`src/rtl/decoder_onehot_seq.sv`:
```
// Registered binary-to-one-hot decoder with latched, fixed-length pulse and
// auto-scan modes, for strobe/enable/scan-line generation.
module decoder_onehot_seq #(
  parameter int unsigned SEL_W      = 4,
  parameter int unsigned PULSE_LEN  = 4,
  parameter int unsigned DWELL      = 8,
  parameter bit          ACTIVE_LOW = 1'b0
) (
  input  logic                    clk,
  input  logic                    rst_n,
  input  logic                    en,
  input  logic [1:0]              mode,
  input  logic [SEL_W-1:0]        sel,
  input  logic                    load,
  output logic [(1<<SEL_W)-1:0]   out,
  output logic [SEL_W-1:0]        idx,
  output logic                    busy
);

  localparam int unsigned N      = 1 << SEL_W;
  localparam int unsigned MaxLen = (PULSE_LEN > DWELL) ? PULSE_LEN : DWELL;
  localparam int unsigned CntW   = $clog2(MaxLen) + 1;

  localparam logic [1:0] ModeLatch = 2'b00;
  localparam logic [1:0] ModePulse = 2'b01;
  localparam logic [1:0] ModeScan  = 2'b10;
  localparam logic [1:0] ModeRsvd  = 2'b11;

  typedef enum logic [1:0] {StIdle, StHold, StPulse, StScan} state_e;

  state_e            state_q, state_d;
  logic [N-1:0]      out_q, out_d;
  logic [SEL_W-1:0]  idx_q, idx_d;
  logic              busy_q, busy_d;
  logic [CntW-1:0]   cnt_q, cnt_d;
  logic [1:0]        mode_q, mode_d;
  logic              mode_vld_q, mode_vld_d;
  logic [N-1:0]      sel_hot;
  logic              go_idle;

  assign sel_hot = {{(N-1){1'b0}}, 1'b1} << sel;

  always_comb begin
    state_d    = state_q;
    out_d      = out_q;
    idx_d      = idx_q;
    busy_d     = busy_q;
    cnt_d      = cnt_q;
    mode_d     = mode;
    mode_vld_d = en && (mode != ModeRsvd);
    // Disable, reserved mode, or the first cycle of a new (or newly enabled) mode.
    go_idle    = !en || (mode == ModeRsvd) || !mode_vld_q || (mode != mode_q);

    if (!go_idle) begin
      case (mode)
        ModeLatch: begin
          if (load) begin
            state_d = StHold;
            out_d   = sel_hot;
            idx_d   = sel;
            busy_d  = 1'b0;
          end
        end
        ModePulse: begin
          if (state_q == StPulse) begin
            if (cnt_q == '0) go_idle = 1'b1;
            else             cnt_d   = cnt_q - CntW'(1);
          end else if (load) begin
            state_d = StPulse;
            out_d   = sel_hot;
            idx_d   = sel;
            busy_d  = 1'b1;
            cnt_d   = CntW'(PULSE_LEN - 1);
          end
        end
        ModeScan: begin
          if (state_q != StScan) begin
            state_d = StScan;
            out_d   = {{(N-1){1'b0}}, 1'b1};
            idx_d   = '0;
            busy_d  = 1'b1;
            cnt_d   = CntW'(DWELL - 1);
          end else if (load) begin
            out_d = sel_hot;
            idx_d = sel;
            cnt_d = CntW'(DWELL - 1);
          end else if (cnt_q == '0) begin
            out_d = {out_q[N-2:0], out_q[N-1]};
            idx_d = idx_q + SEL_W'(1);
            cnt_d = CntW'(DWELL - 1);
          end else begin
            cnt_d = cnt_q - CntW'(1);
          end
        end
        default: go_idle = 1'b1;
      endcase
    end

    if (go_idle) begin
      state_d = StIdle;
      out_d   = '0;
      idx_d   = '0;
      busy_d  = 1'b0;
      cnt_d   = '0;
    end
  end

  always_ff @(posedge clk or negedge rst_n) begin
    if (!rst_n) begin
      state_q    <= StIdle;
      out_q      <= '0;
      idx_q      <= '0;
      busy_q     <= 1'b0;
      cnt_q      <= '0;
      mode_q     <= ModeLatch;
      mode_vld_q <= 1'b0;
    end else begin
      state_q    <= state_d;
      out_q      <= out_d;
      idx_q      <= idx_d;
      busy_q     <= busy_d;
      cnt_q      <= cnt_d;
      mode_q     <= mode_d;
      mode_vld_q <= mode_vld_d;
    end
  end

  assign out  = out_q ^ {N{ACTIVE_LOW}};
  assign idx  = idx_q;
  assign busy = busy_q;

endmodule

```
`config.mk`:
```
export PLATFORM = sky130hd
export DESIGN_NAME = decoder_onehot_seq
export DESIGN_NICKNAME = d
export VERILOG_FILES = /design/src/rtl/decoder_onehot_seq.sv
export SDC_FILE = /design/constraint.sdc
export NUM_CORES = 1
export LEC_CHECK = 0
export CORE_MARGIN = 1
export CORE_UTILIZATION = 58
export DETAILED_ROUTE_END_ITERATION = 8
export HOLD_SLACK_MARGIN = 0.02
export PLACE_DENSITY = 0.85
export SETUP_SLACK_MARGIN = 0.15
export SLEW_MARGIN = 10
export SYNTH_ARGS = -nofsm -noshare
export SYNTH_HDL_FRONTEND = slang
export SYNTH_SLANG_ARGS = --single-unit
```
`constraint.sdc`:
```
create_clock -name clk -period 3.1 [get_ports clk]
set_clock_uncertainty 0.05 [all_clocks]
set_input_delay 0.31 -clock clk [delete_from_list [all_inputs] [get_ports clk]]
set_output_delay 0.31 -clock clk [all_outputs]
set_load 0.03 [all_outputs]
```
# --- Word-level counts from Yosys, hierarchy flattened ---
# Cells that the tools add are included.
word_totals:
  register_bits: 30
  latchBits: 0
  mem_bits_rw: 0
  rom_bits: 0
  input_bits: 10
  out_inout_bits: 21
  wordCells: 82
  mem_count: 0
op_classes:
  n_addsub: 2
  mul: 0
  n_div: 0
  order_cmp: 0
  n_eq_ne: 15
  shift: 1
  muxes: 43
  bitwise_logic: 0
  reduce_logical: 14
ops:
  columns: ["cell", "count"]
  rows:
  - ["2-to-1 mux 16 bit", 7]
  - ["2-to-1 mux 4 bit", 15]
  - ["case mux 16 bit (3 select lines)", 1]
  - ["<< shifter 1 x 4 -> 16 bit (first input constant)", 1]
  - ["2-to-1 mux 2 bit", 6]
  - ["!= test 3 bit (second input constant)", 4]
  - ["case mux 4 bit (3 select lines)", 1]
  - ["2-to-1 mux 1 bit", 9]
  - ["!= test 4 bit (second input constant)", 2]
  - ["case mux 4 bit (2 select lines)", 1]
  - ["AND reduction 4 bit", 2]
  - ["== test 2 bit (second input constant)", 3]
  - ["!= test 2 bit (second input constant)", 3]
  - ["case mux 2 bit (3 select lines)", 1]
  - ["AND reduction 6 bit", 1]
  - ["!= test 5 bit (second input constant)", 1]
  - ["adder 4 x 1 -> 4 bit (second input constant)", 1]
  - ["logical NOT 4 bit", 1]
  - ["nonzero test 4 bit", 1]
  - ["subtractor 4 x 1 -> 4 bit (second input constant)", 1]
  - ["logical OR 1 bit", 3]
  - ["case mux 1 bit (3 select lines)", 1]
  - ["nonzero test 3 bit", 1]
  - ["== test 2 x 1 -> 1 bit (second input constant)", 1]
  - ["other kinds (6)", 7]

# --- Longest topological paths before layout ---
# Gate-level depths: netlist of run 1.
logic_depth:
  ltp_word: 7
  depth_mapped: 8
  ltp_nobuf: 6

# --- Worst setup path after synthesis of run 1 ---
# No wires, ideal clock.
synth_timing:
  path_type: "reg-to-reg"
  from: "reg cnt_q[0]"
  to: "reg out_q[12], in the netlist out[12]"
  setup_time_ns: 0.083
  t_arrival_ns: 1.717
  t_required_ns: 2.967
  path_slack_ns: 1.250
  stages_incl_launch_ff: 8
  path_buffers: 1
  synth_period_minus_slack_ns: 1.850
  path_cell_list: "dfrtp_1 -> inv_1 -> ha_1 -> or3b_1 -> o2111a_2 -> buf_6 -> a32o_1 -> o22ai_1"
synth_between:
  elab_chain_cells: 7
  word_cells_on_any_way: 11
  classes_between: "3 x eq/ne; 5 x mux; 3 x reduce/logical"
synth_rtl:
  columns: ["item", "line_no", "rtl"]
  rows:
  - ["from (decl)", "35", "logic [CntW-1:0] cnt_q, cnt_d;"]
  - ["from (signal assigned)", "122", "cnt_q <= cnt_d;"]
  - ["logical NOT 4 bit (*)", "66, 87", null]
  - ["2-to-1 mux 1 bit", "66", "if (cnt_q == '0) go_idle = 1'b1;"]
  - ["2-to-1 mux 1 bit", "65", "if (state_q == StPulse) begin"]
  - ["case mux 1 bit (2 select lines)", "55", "case (mode)"]
  - ["2-to-1 mux 1 bit", "54", "if (!go_idle) begin"]
  - ["!= test 5 bit (no line) (tied with other cells)", null, null]
  - ["AND reduction 4 bit (no line)", null, null]
  - ["to (signal assigned)", "119", "out_q <= out_d;"]
  - ["to (decl)", "32", "logic [N-1:0] out_q, out_d;"]
# Every way passes the cells marked *; elsewhere a longest branch is shown, timed or not.
# A chain may end at the register's enable or synchronous reset.

# --- Final worst setup path of run 1 ---
layout_timing:
  from: "in mode[0]"
  to: "reg out_q[9], in the netlist out[9]"
layout_between:
  elab_chain_cells: 7
  word_cells_on_any_way: 19
  classes_between: "7 x eq/ne; 5 x mux; 7 x reduce/logical"
layout_rtl:
  columns: ["item", "line_no", "rtl"]
  rows:
  - ["from (decl)", "12", "input logic [1:0] mode,"]
  - ["branches (longest 7 deep; another with != test 5 bit)", null, null]
# Parallel ways; which one is timed is not known. The select of a mux whose other input is x is not followed.

==> impl_summary.md, run 1 <==
Pwr
The maximum VDD drop is ~0.34 mV. For this design the ratio of total power to cell area is ~320 nW/µm². The static leakage is ~0.00090 µW. The design draws 753 µW.

Clock network
The clock latency of the later-clocked register in the worst-skew pair is around 0.33 ns. The number of buffers inserted for hold repair after clock tree synthesis is 0. The clock-pin slew on the worst setup and hold paths is 0.09 ns.

The clock tree from TritonCTS is yes. The tree is rooted in a sky130_fd_sc_hd__clkbuf_4. In this run the number of H-tree levels came out at 2. The number of gates resized after cts is 0.

The number of setup buffers added after CTS is 0. The clock tree buffer depth is 2. Buffers inserted during clock tree synthesis total 5. The number of clock sinks seen by CTS is 29.

Synthesis
The fraction of post-synthesis cell area in the top cell type by area is between 30% and 40%. The synthesized instance count is 217. The register bit total from synthesis is 29.

For this run, asynchronously set or reset flops after synthesis account for 100%. The leading cell type by number of instances after synthesis is sky130_fd_sc_hd__dfrtp_1. The cell type contributing the most total cell area after synthesis is sky130_fd_sc_hd__dfrtp_1.

By count the netlist is led by sky130_fd_sc_hd__dfrtp_1 (29), sky130_fd_sc_hd__nand2_1 (25), sky130_fd_sc_hd__a21oi_1 (13), sky130_fd_sc_hd__buf_2 (13), sky130_fd_sc_hd__inv_1 (12). The share of the Yosys chip area taken by registers is about 38%. The synthesized design contains 0 enable-type register cells. Each instance of the synthesized netlist takes up on average between 8 and 9 µm². The most common flop cell mapped by yosys is sky130_fd_sc_hd__dfrtp_1.

The mapped netlist covers between 1500 and 2000 µm². Sorting the synthesized cells by area gives the leading types as sky130_fd_sc_hd__dfrtp_1 (38%), sky130_fd_sc_hd__nand2_1 (4.9%), sky130_fd_sc_hd__ha_1 (4.5%). The Yosys step of the flow raised 0 warnings.

In this run, distinct cell masters in the synthesized netlist total between 50 and 60. The number of nets in the synthesized netlist is between 200 and 250.

Worst setup path
The worst setup path is launched from an input port. On the critical path, the stage with the largest delay is an instance of sky130_fd_sc_hd__clkdlybuf4s50_1. The critical path goes through clkdlybuf4s50_1 -> inv_1 -> ha_1 -> nor2b_1 -> buf_4 -> nor4b_1 -> a21oi_1 -> o41ai_1. The highest fanout seen on the critical path is 26.

The maximum single-stage delay on the critical path is ~0.6 ns. STA classifies the critical path endpoint as a flip-flop. The critical path is of the input port to flip-flop type. In this design, the largest share of critical-path delay is due to buffers and inverters. Data on the critical path arrives at its endpoint at 2.67 ns. At the worst endpoint, the required time is roughly 3.3 ns.

The number of buffers and inverters on the critical path is 3.

Final layout
The number of filler instances in the final layout is around 270. The fraction of layout instances using a drive strength above 1 is a little under a tenth. 0 antenna diodes ended up in the layout.

The final standard cell area without fillers is around 2300 µm². The number of nets in the final layout is between 200 and 300. The multi-input combinational cell area is 1070 µm². The non-filler instance count after layout is approximately 290. In the final layout, flip-flops and latches occupy ~730 µm². The area growth from synthesis to layout is 19.9%.

Min path
In this run the worst hold path is classified as input port to asynchronous set/reset pin.

Drt
The final antenna-violating net count is 0. For this block, the via count after detailed routing is 1842. For this run, design rule violations remaining after detail routing come to 0. After the first detailed-routing iteration, the DRC count stood at about 140. The number of iterations in the first detailed-routing pass is 7. Dividing the detail-routed via count by the number of cells gives ~6.4. The routed wirelength normalized by instance count is approximately 17 µm.

The wire length reported by the detailed router is between 4000 and 5000 µm.

Die
Measured along the y axis, the die boundary spans about 60 µm. The die is 59.7 µm wide. In this run the core area contains 20 standard-cell rows.

The die covers about 3600 µm². The total core area is 3100 µm². The starting density of the core is between 60% and 70%. The number of top-level design ports is 31.

STA
Headroom to the max-slew limit came out at 60.6%. Derived from the worst setup path, the maximum achievable clock frequency is around 400 MHz. After layout, the minimum clock period comes to ~2.5 ns.

The share of the clock period used by the worst path is 80.1%. The number of hold violations in the final report was 0. The total negative setup slack is 0 ns. The count of pins over their slew limit is 0. The transition time at the pin with the least slew margin is roughly 0.58 ns. The final worst hold slack is 0.302 ns. The number of failing setup endpoints in the final timing report is 0. Setup repair after global routing left no endpoint under its margin.

Placement
The post-detailed-placement half-perimeter wirelength is ~3400 µm. The number of buffer cells added on primary ports is 30. The placed standard-cell area is ~2300 µm². The placed cell count is 281.

The routability-driven placement congestion ratio is about 0.87.

Global route
The sum of overflow across all layers after global routing is 0. The via count of the first global-routing pass is 1727. Global routing used between 30% and 40% of the available tracks. The initial antenna violation count was 0.

The first-pass GRT wire length is 8060 µm. The largest net degree at the start of global routing is 30.

Outcome
The run finished with clean final reports.

Flow run
The max-capacitance violation count is 0.
## state kept, by name, summed over array words and instances, names as in the netlist
signal,flops
mode_q,2
busy,1
cnt_q,4
out,16
idx,4
state_q,1
mode_vld_q,1
## cell families (layout without fill, tap and decap cells)
kind of cell / Yosys count / in the layout / share of synthesized area, %
AO/OA/AOI/OAI: 65 / 65 / 25.3
XOR/XNOR: 2 / 2 / 0.907
adder cells (fa/ha/maj): 7 / 7 / 4.53
buffers and inverters: 31 / 58 / 7.45
flip-flops: 29 / 29 / 37.6
multiplexers: 5 / 5 / 2.72
AND/OR/NAND/NOR: 78 / 78 / 21.6
## final timing paths
kind / start / to / slack, ns / cells after the start
worst max-delay path: mode[0] / out[9] / 0.62 / 8
worst min-delay path: rst_n / out[0] / 0.30 / 2
worst max register to register: cnt_q[0] / cnt_q[2] / 0.84 / 7
worst min register to register: cnt_q[0] / cnt_q[0] / 0.49 / 1
max in group asynchronous: rst_n / out[7] / 2.43 / 2
min in group clk: cnt_q[0] / cnt_q[0] / 0.49 / 1
## layout make-up
type	count	area share, %
Clock buffer	7	2.38
Inverter	12	1.94
Multi-Input combinational cell	157	46.1
Sequential cell	29	31.3
Tap cell	44	2.38
Timing Repair Buffer	39	15.9
## cell usage in the layout (no fill, tap or decap), drive strengths merged, types with 6 or more instances in the layout
cell / count
buf: 9
nand2: 25
o22ai: 7
dfrtp: 29
clkdlybuf4s50: 30
nor2: 10
inv: 12
clkbuf: 7
a21oi: 13
ha: 7
nor3: 6
o21ai: 6
nand3: 6
nand4: 6
## metrics by stage
stage | setup slack (ns) | utilization, %
after floorplan | 1.25 | -
after global placement | 0.491 | 72.9
after detailed placement | 0.324 | 72.9
after CTS | 0.667 | 74.7
after global routing | 0.413 | 74.7
final | 0.618 | 74.7
## routing by layer
layer,global-route usage (%),share of wire [%]
met5,0,0
met4,11.3,2.1
met3,6.49,8.7
met2,46.2,46
met1,42.2,43
## power breakdown
part           leakage (µW)  internal (µW)  switching (µW)
clock network     0.0000314            107             129
registers          0.000399            381            3.17
logic              0.000471           50.9            82.0
total              0.000901            539             214
No activity file was read; power rests on OpenSTA's default activity.
==> run 2, diff against run 1 <==
--- a/config.mk
+++ b/config.mk
@@ -6,10 +6,10 @@
 export NUM_CORES = 1
 export LEC_CHECK = 0
 export CORE_MARGIN = 1
-export CORE_UTILIZATION = 58
+export CORE_UTILIZATION = 53
 export DETAILED_ROUTE_END_ITERATION = 8
 export HOLD_SLACK_MARGIN = 0.02
-export PLACE_DENSITY = 0.85
+export PLACE_DENSITY = 0.78
 export SETUP_SLACK_MARGIN = 0.15
 export SLEW_MARGIN = 10
 export SYNTH_ARGS = -nofsm -noshare
==> constraint.sdc (replaced) <==
create_clock -name clk -period 2.45 [get_ports clk]
set_clock_uncertainty 0.05 [all_clocks]
set_input_delay 0.245 -clock clk [delete_from_list [all_inputs] [get_ports clk]]
set_output_delay 0.245 -clock clk [all_outputs]
set_load 0.03 [all_outputs]
==> impl_summary.md, run 2 (synthesized netlist as in run 1, its figures left out) <==
Drt
The number of vias per cell is 6.13 (was 6.40). The final antenna-violating net count is 0 (unchanged). The via count of the routed design is 1814 (was 1842). The number of design rule violations left after detail routing is 0 (unchanged). The number of DRC markers in iteration 0 was 137 (was 135). The routed wirelength normalized by instance count was 16.5 µm (was 16.9 µm). The wire length reported by the detailed router was 4900 µm (was 4860 µm). The number of iterations in the first detailed-routing pass is 4 (was 7).

Die
The width of the chip is 62.4 µm (was 59.7 µm). The floorplan die area is 3890 µm² (was 3570 µm²). The total core area is 3420 µm² (was 3100 µm²).

The starting density of the core is 56.6% (was 62.3%). The height of the die is 62.4 µm (was 59.7 µm). The number of top-level design ports is 31 (unchanged).

The standard-cell row count is 21 (was 20).

Pwr
The maximum VDD drop is 0.389 mV (was 0.341 mV). The fraction of power consumed by sequential logic is 45.1% (was 51.1%). The switching portion of total power came to 26.3% (was 28.4%). The static leakage is 0.000943 µW (was 0.000901 µW). The internal power is 796 µW (was 539 µW). The share of total power in combinational logic is 16.0% (was 17.7%). The net load switching power is 284 µW (was 214 µW). The total power divided by cell area is 450 nW/µm² (was 325 nW/µm²). The clock network fraction of total power is 38.9% (was 31.3%).

Global route
The largest net degree at the start of global routing is 30 (unchanged). The sum of overflow across all layers after global routing is 0 (unchanged). The via count of the first global-routing pass was 1780 (was 1727). The first-pass GRT wire length is 8500 µm (was 8060 µm).

The combined global-route utilization of all metal layers is 27.6% (was 30.3%). The initial antenna violation count came to 0 (unchanged).

Clock network
The number of setup buffers added after CTS is 0 (unchanged). The clock root buffer is sky130_fd_sc_hd__clkbuf_4 (unchanged). The total number of H-tree levels came to 2 (unchanged). The number of gates resized after cts is 0 (unchanged). The clock-pin slew on the worst setup and hold paths was 0.10 ns (was 0.09 ns). The clock tree from TritonCTS is yes (unchanged). The number of clock sinks seen by CTS came to 29 (unchanged). The clock tree buffer depth is 2 (unchanged). The number of buffers inserted during clock tree synthesis was 5 (unchanged). The number of buffers inserted for hold repair after clock tree synthesis is 0 (unchanged). The clock latency of the later-clocked register in the worst-skew pair was 0.34 ns (was 0.33 ns).

Worst setup path
The critical-path cell with the highest stage delay is sky130_fd_sc_hd__clkdlybuf4s50_1 (unchanged). The family with the most delay on the worst path is buffers and inverters (unchanged). The highest fanout seen on the critical path was 13 (was 26). The critical path class is input port to flip-flop (unchanged). The number of cells traversed by the worst register-to-register path is 7 (unchanged). The endpoint of the worst register-to-register path is idx[3] (was cnt_q[2]).

The instance count on the critical path is 8 (unchanged). The sort of element at the start of the critical path was an input port (unchanged). Counting stages on the worst path, the most repeated cell is sky130_fd_sc_hd__buf_4. Cells along the critical path: clkdlybuf4s50_1 -> ha_1 -> buf_4 -> nor3_2 -> nor2_1 -> nand2_1 -> buf_4 -> o41ai_1 (was clkdlybuf4s50_1 -> inv_1 -> ha_1 -> nor2b_1 -> buf_4 -> nor4b_1 -> a21oi_1 -> o41ai_1).

The buffer and inverter count on the worst path is 3 (unchanged). The type of destination of the critical path is a flip-flop (unchanged). The startpoint of the worst register-to-register path is cnt_q[0] (unchanged). The maximum single-stage delay on the critical path came to 0.57 ns (was 0.61 ns). The data required time at the worst endpoint is 2.62 ns (was 3.29 ns).

The setup slack of the worst register-to-register path is 0.28 ns (was 0.84 ns). The arrival time at the worst endpoint was 2.34 ns (was 2.67 ns).

Placement
The routability-driven placement congestion ratio is 0.892 (was 0.867). The placed cell count came to 288 (was 281). The number of buffer cells added on primary ports is 30 (unchanged). The pre-CTS worst setup slack is -0.0279 ns (was 0.324 ns).

The post-detailed-placement half-perimeter wirelength is 3430 µm (was 3440 µm).

Min path
The class of the tightest hold or removal check is input port to asynchronous set/reset pin (unchanged).

Flow run
The max-capacitance violation count is 0 (unchanged).

STA
The setup slack after layout is 0.281 ns (was 0.618 ns). The number of hold violations in the final report is 0 (unchanged). Setup repair after global routing missed its margin: false (unchanged). The maximum clock frequency is 461 MHz. The transition time at the pin with the least slew margin came to 0.509 ns (was 0.583 ns).

The number of failing setup endpoints in the final timing report is 0 (unchanged). The share of the clock period used by the worst path is about nine tenths. The total negative setup slack is 0 ns (unchanged). The final critical delay including setup and external delays is 2.17 ns.

The count of pins over their slew limit is 0 (unchanged). The worst max-slew margin expressed relative to the limit is 65.7% (was 60.6%).

Final layout
The non-filler instance count after layout is 296 (was 288). The area occupied by registers is 726 µm² (unchanged). The fraction of layout instances using a drive strength above 1 is 11.6% (was 9.43%). Commonest non-fill, non-tap cells in the layout: sky130_fd_sc_hd__clkdlybuf4s50_1 (30), sky130_fd_sc_hd__dfrtp_1 (29), sky130_fd_sc_hd__nand2_1 (25) (unchanged). The multi-input combinational cell area is 1070 µm² (unchanged). The area growth from synthesis to layout is 24.2% (was 19.9%). The antenna cell count is 0 (unchanged). The most frequent standard cell in the layout excluding fill and tap cells is sky130_fd_sc_hd__clkdlybuf4s50_1 (unchanged).

The number of flip-flops in the largest register is 16 (unchanged). The number of nets in the final layout came to 266 (was 261). The number of filler instances in the final layout is 280 (was 268).

Outcome
Outcome: complete, no violations (unchanged).
[run 2: cell count changes in the layout (fill, tap and decap cells not counted)]
| cell | before | now |
|---|---|---|
| sky130_fd_sc_hd__bufinv_16 | 0 | 1 |
| sky130_fd_sc_hd__buf_4 | 9 | 13 |
| sky130_fd_sc_hd__buf_12 | 0 | 1 |
[run 2: how the worst max path moves through the flow]
stage          startpoint       to  slack, ns
2_1_floorplan    cnt_q[0]  out[12]       0.60
3_3_place_gp      mode[0]   out[4]       0.14
3_5_place_dp      mode[1]   out[8]      -0.03
4_1_cts           mode[1]   out[8]       0.30
5_1_grt           mode[1]   out[8]       0.17
6_report          mode[1]   out[8]       0.28
[run 2: per-layer routing]
metal	share of wire [%]	vias up	track usage (%)
met4	1.0	0	10.8
met2	47	68	41.1
met5	0	-	0
met1	45	877	38.8
met3	6.7	6	6.75
li1	-	863	-
[run 2: cell type report]
| class | instances | area share, % |
|---|---|---|
| multi-input combinational | 157 | 44.5 |
| sequential | 29 | 30.2 |
| timing repair buffer | 44 | 17.4 |
| tap | 46 | 2.40 |
| clock buffer | 7 | 2.29 |
| inverter | 12 | 1.88 |
| clock inverter | 1 | 1.25 |
[run 2: per-stage QoR]
step	hold WS (ns)	area (µm²)	power (µW)	util, %
after floorplan	-0.101	1930	604	-
after global placement	0.453	2310	662	67.8
after detailed placement	0.487	2310	666	67.8
after CTS	0.246	2400	1080	70.3
after global routing	0.272	2400	1120	70.3
final	0.232	2400	1080	70.3
[run 2: power by group through the flow]
stage	clock network, µW	logic [µW]	registers (µW)
finish	420	173	487
global route	448	190	487
CTS	427	171	487
detailed placement	0	170	496
global placement	0	166	496
floorplan	0	107	497
==> edit (config.mk and constraints of run 2) <==
Encoding of `state_e`: now one-hot (4 bits for 4 states).
--- a/src/rtl/decoder_onehot_seq.sv
+++ b/src/rtl/decoder_onehot_seq.sv
@@ -27,5 +27,5 @@
   localparam logic [1:0] ModeRsvd  = 2'b11;
 
-  typedef enum logic [1:0] {StIdle, StHold, StPulse, StScan} state_e;
+  typedef enum logic [3:0] {StIdle = 4'b0001, StHold = 4'b0010, StPulse = 4'b0100, StScan = 4'b1000} state_e;
 
   state_e            state_q, state_d;
Function: no difference found for any inputs over 10 cycles, from zero or initial values and one cycle with rst_n low; not proved beyond that.
==> edit against run 2 <==
Design area grew 18%; power grew 5.6%; routed wire length grew 10%; area after synthesis grew 10%; combinational power grew 3%; core utilization grew 5.2 points; worst setup slack lost 0.045 ns; non-clock buffer count grew 22; critical path depth grew 1; sequential cell count grew 3; largest cell class unchanged; clock power is essentially flat; via count grew 16%; hold slack gained 0.073 ns.
==> edit: results <==
{
  "worstReg2RegEnd": "out[13]",
  "whs_ns": 0.306,
  "timing.reg2reg.worst_path_depth": 9,
  "final.fill_count": 287,
  "slowest_stage": "or4_4",
  "outcome": "complete, no violations",
  "grt_usage": 0.285,
  "grt_pass1_wl_um": 9290,
  "via_count": 2100,
  "synthArstFlopShare": 1.00,
  "place.gp.congestion": 0.868,
  "critPathKind": "input port to register",
  "hp-class": "input port to asynchronous set/reset pin",
  "cts.clk_slew.worst_paths_ns": 0.07,
  "power.static_leakage_nw": 1.12,
  "r2r_slack_ns": 0.31,
  "relSlewSlack": 0.618,
  "drt_iter0_drc": 198,
  "yosysUniqueCellTypes": 43,
  "arrival_ns": 2.39,
  "cts-root-buf": "clkbuf_8",
  "ys_top_cells_by_area": "dfrtp_1, o21ai_0, nor3_1, a21oi_2, ha_1",
  "antennaDiodeCount": 0,
  "synthCells": 254,
  "placed_cells": 344,
  "post_drt_via_cell_ratio": 5.92,
  "critPathTopFamily": "simple AND/OR/NAND/NOR gates",
  "fin_nets": 323,
  "swShare": 0.269,
  "worstSetupStartpoint": "mode[0]",
  "cpPeakStageDelay_ns": 0.55,
  "io_buffers": 30,
  "wl_met1_um": 2470,
  "yosysSeqAreaShare": 0.377,
  "antenna_found_initial": 0,
  "postRouteWirelength_um": 5390,
  "grt_max_degree": 34,
  "ir_drop_mv": 0.320,
  "wl_met3_um": 314,
  "htree_levels": 2,
  "synth_commonest_cells": "dfrtp_1, inv_1, o21ai_0",
  "first_global_vias": 2023,
  "wl_met2_um": 2530,
  "synthesis.nets": 271,
  "drive_above_1_share": 0.231,
  "dpl.hpwl_um": 3750,
  "clockBufferDepth": 2,
  "dr.pass1.iters": 4,
  "clkLatencyLatePin_ns": 0.29,
  "crit_fanout": 5
}
## edit: cell count changes in the layout (fill, tap and decap cells not counted), moves of 5 or more
cell      before  now
buf_4         13   35
nand3_1        6   12
nand2_1       25   11
a211o_1        5    0
inv_1         12   22
clkbuf_8       1    6
nor3_1         5   17
o21ai_0        6   20
a21oi_2        0   10
nor2_1        10   16
o22ai_1        7    0
clkbuf_4       5    0
## edit: cells by family (layout without fill, tap and decap cells)
group           after synthesis  count (layout)  synth area share
compound gates               72              72             0.226
mux                           3               3            0.0141
buf+inv                      43              96            0.0847
simple gates                 92              92             0.236
flops                        32              32             0.377
fa+ha+maj                     7               7            0.0412
xor+xnor                      5               5            0.0206
## edit: layer usage
metal  up-vias  global-route usage
li1       1023                   -
met1       992               0.378
met2        77               0.457
met3         8              0.0660
met4         0              0.0924
met5         -                   0
## edit: worst max-delay path by stage
| stage | endpoint | slack, ns |
|---|---|---|
| 3_3_place_gp | out[15] | -0.21 |
| 5_1_grt | out[13] | 0.14 |
| 6_report | out[13] | 0.24 |
| 4_1_cts | out[6] | 0.16 |
| 2_1_floorplan | out[10] | 0.16 |
| 3_5_place_dp | out[6] | -0.29 |
## edit: repair_timing
item | 4_1_cts | 5_1_grt
hold buffers | 0 | 0
setup buffers | 0 | 3
gates resized for setup | 7 | 8
pin swaps | 0 | 1
endpoints found under the setup margin | 18 | 13
## edit: stage by stage
step / instance area, um2 / setup slack, ns
after floorplan: 2130 / 0.156
after global placement: 2640 / -0.212
after detailed placement: 2640 / -0.291
after CTS: 2760 / 0.158
after global routing: 2820 / 0.136
final: 2820 / 0.236
## edit: final cells by class
type	count	area, um2	share of cell area
Inverter	22	82.6	0.0292
Timing Repair Buffer	66	572	0.202
Tap cell	48	60.1	0.0213
Clock buffer	6	82.6	0.0292
Sequential cell	32	802	0.284
Multi-Input combinational cell	179	1210	0.430
Clock inverter	2	10.0	0.00354
## edit: worst reg2reg max path, cell delays in order (launching register included)
cell and delay, ns:
dfrtp_1 0.39, inv_1 0.10, ha_1 0.18, or3b_4 0.42, nor3_4 0.24, buf_4 0.15
nor4b_1 0.04, buf_4 0.16, a32oi_2 0.23, a21oi_2 0.07
## edit: power by group through the flow
| stage | logic (W) | clock network [W] | registers (W) |
|---|---|---|---|
| 3_5_place_dp | 0.000170 | 0 | 0.000551 |
| 4_1_cts | 0.000171 | 0.000434 | 0.000541 |
| 2_1_floorplan | 0.0000872 | 0 | 0.000556 |
| 3_3_place_gp | 0.000169 | 0 | 0.000550 |
| 6_report | 0.000179 | 0.000421 | 0.000541 |
| 5_1_grt | 0.000196 | 0.000452 | 0.000542 |
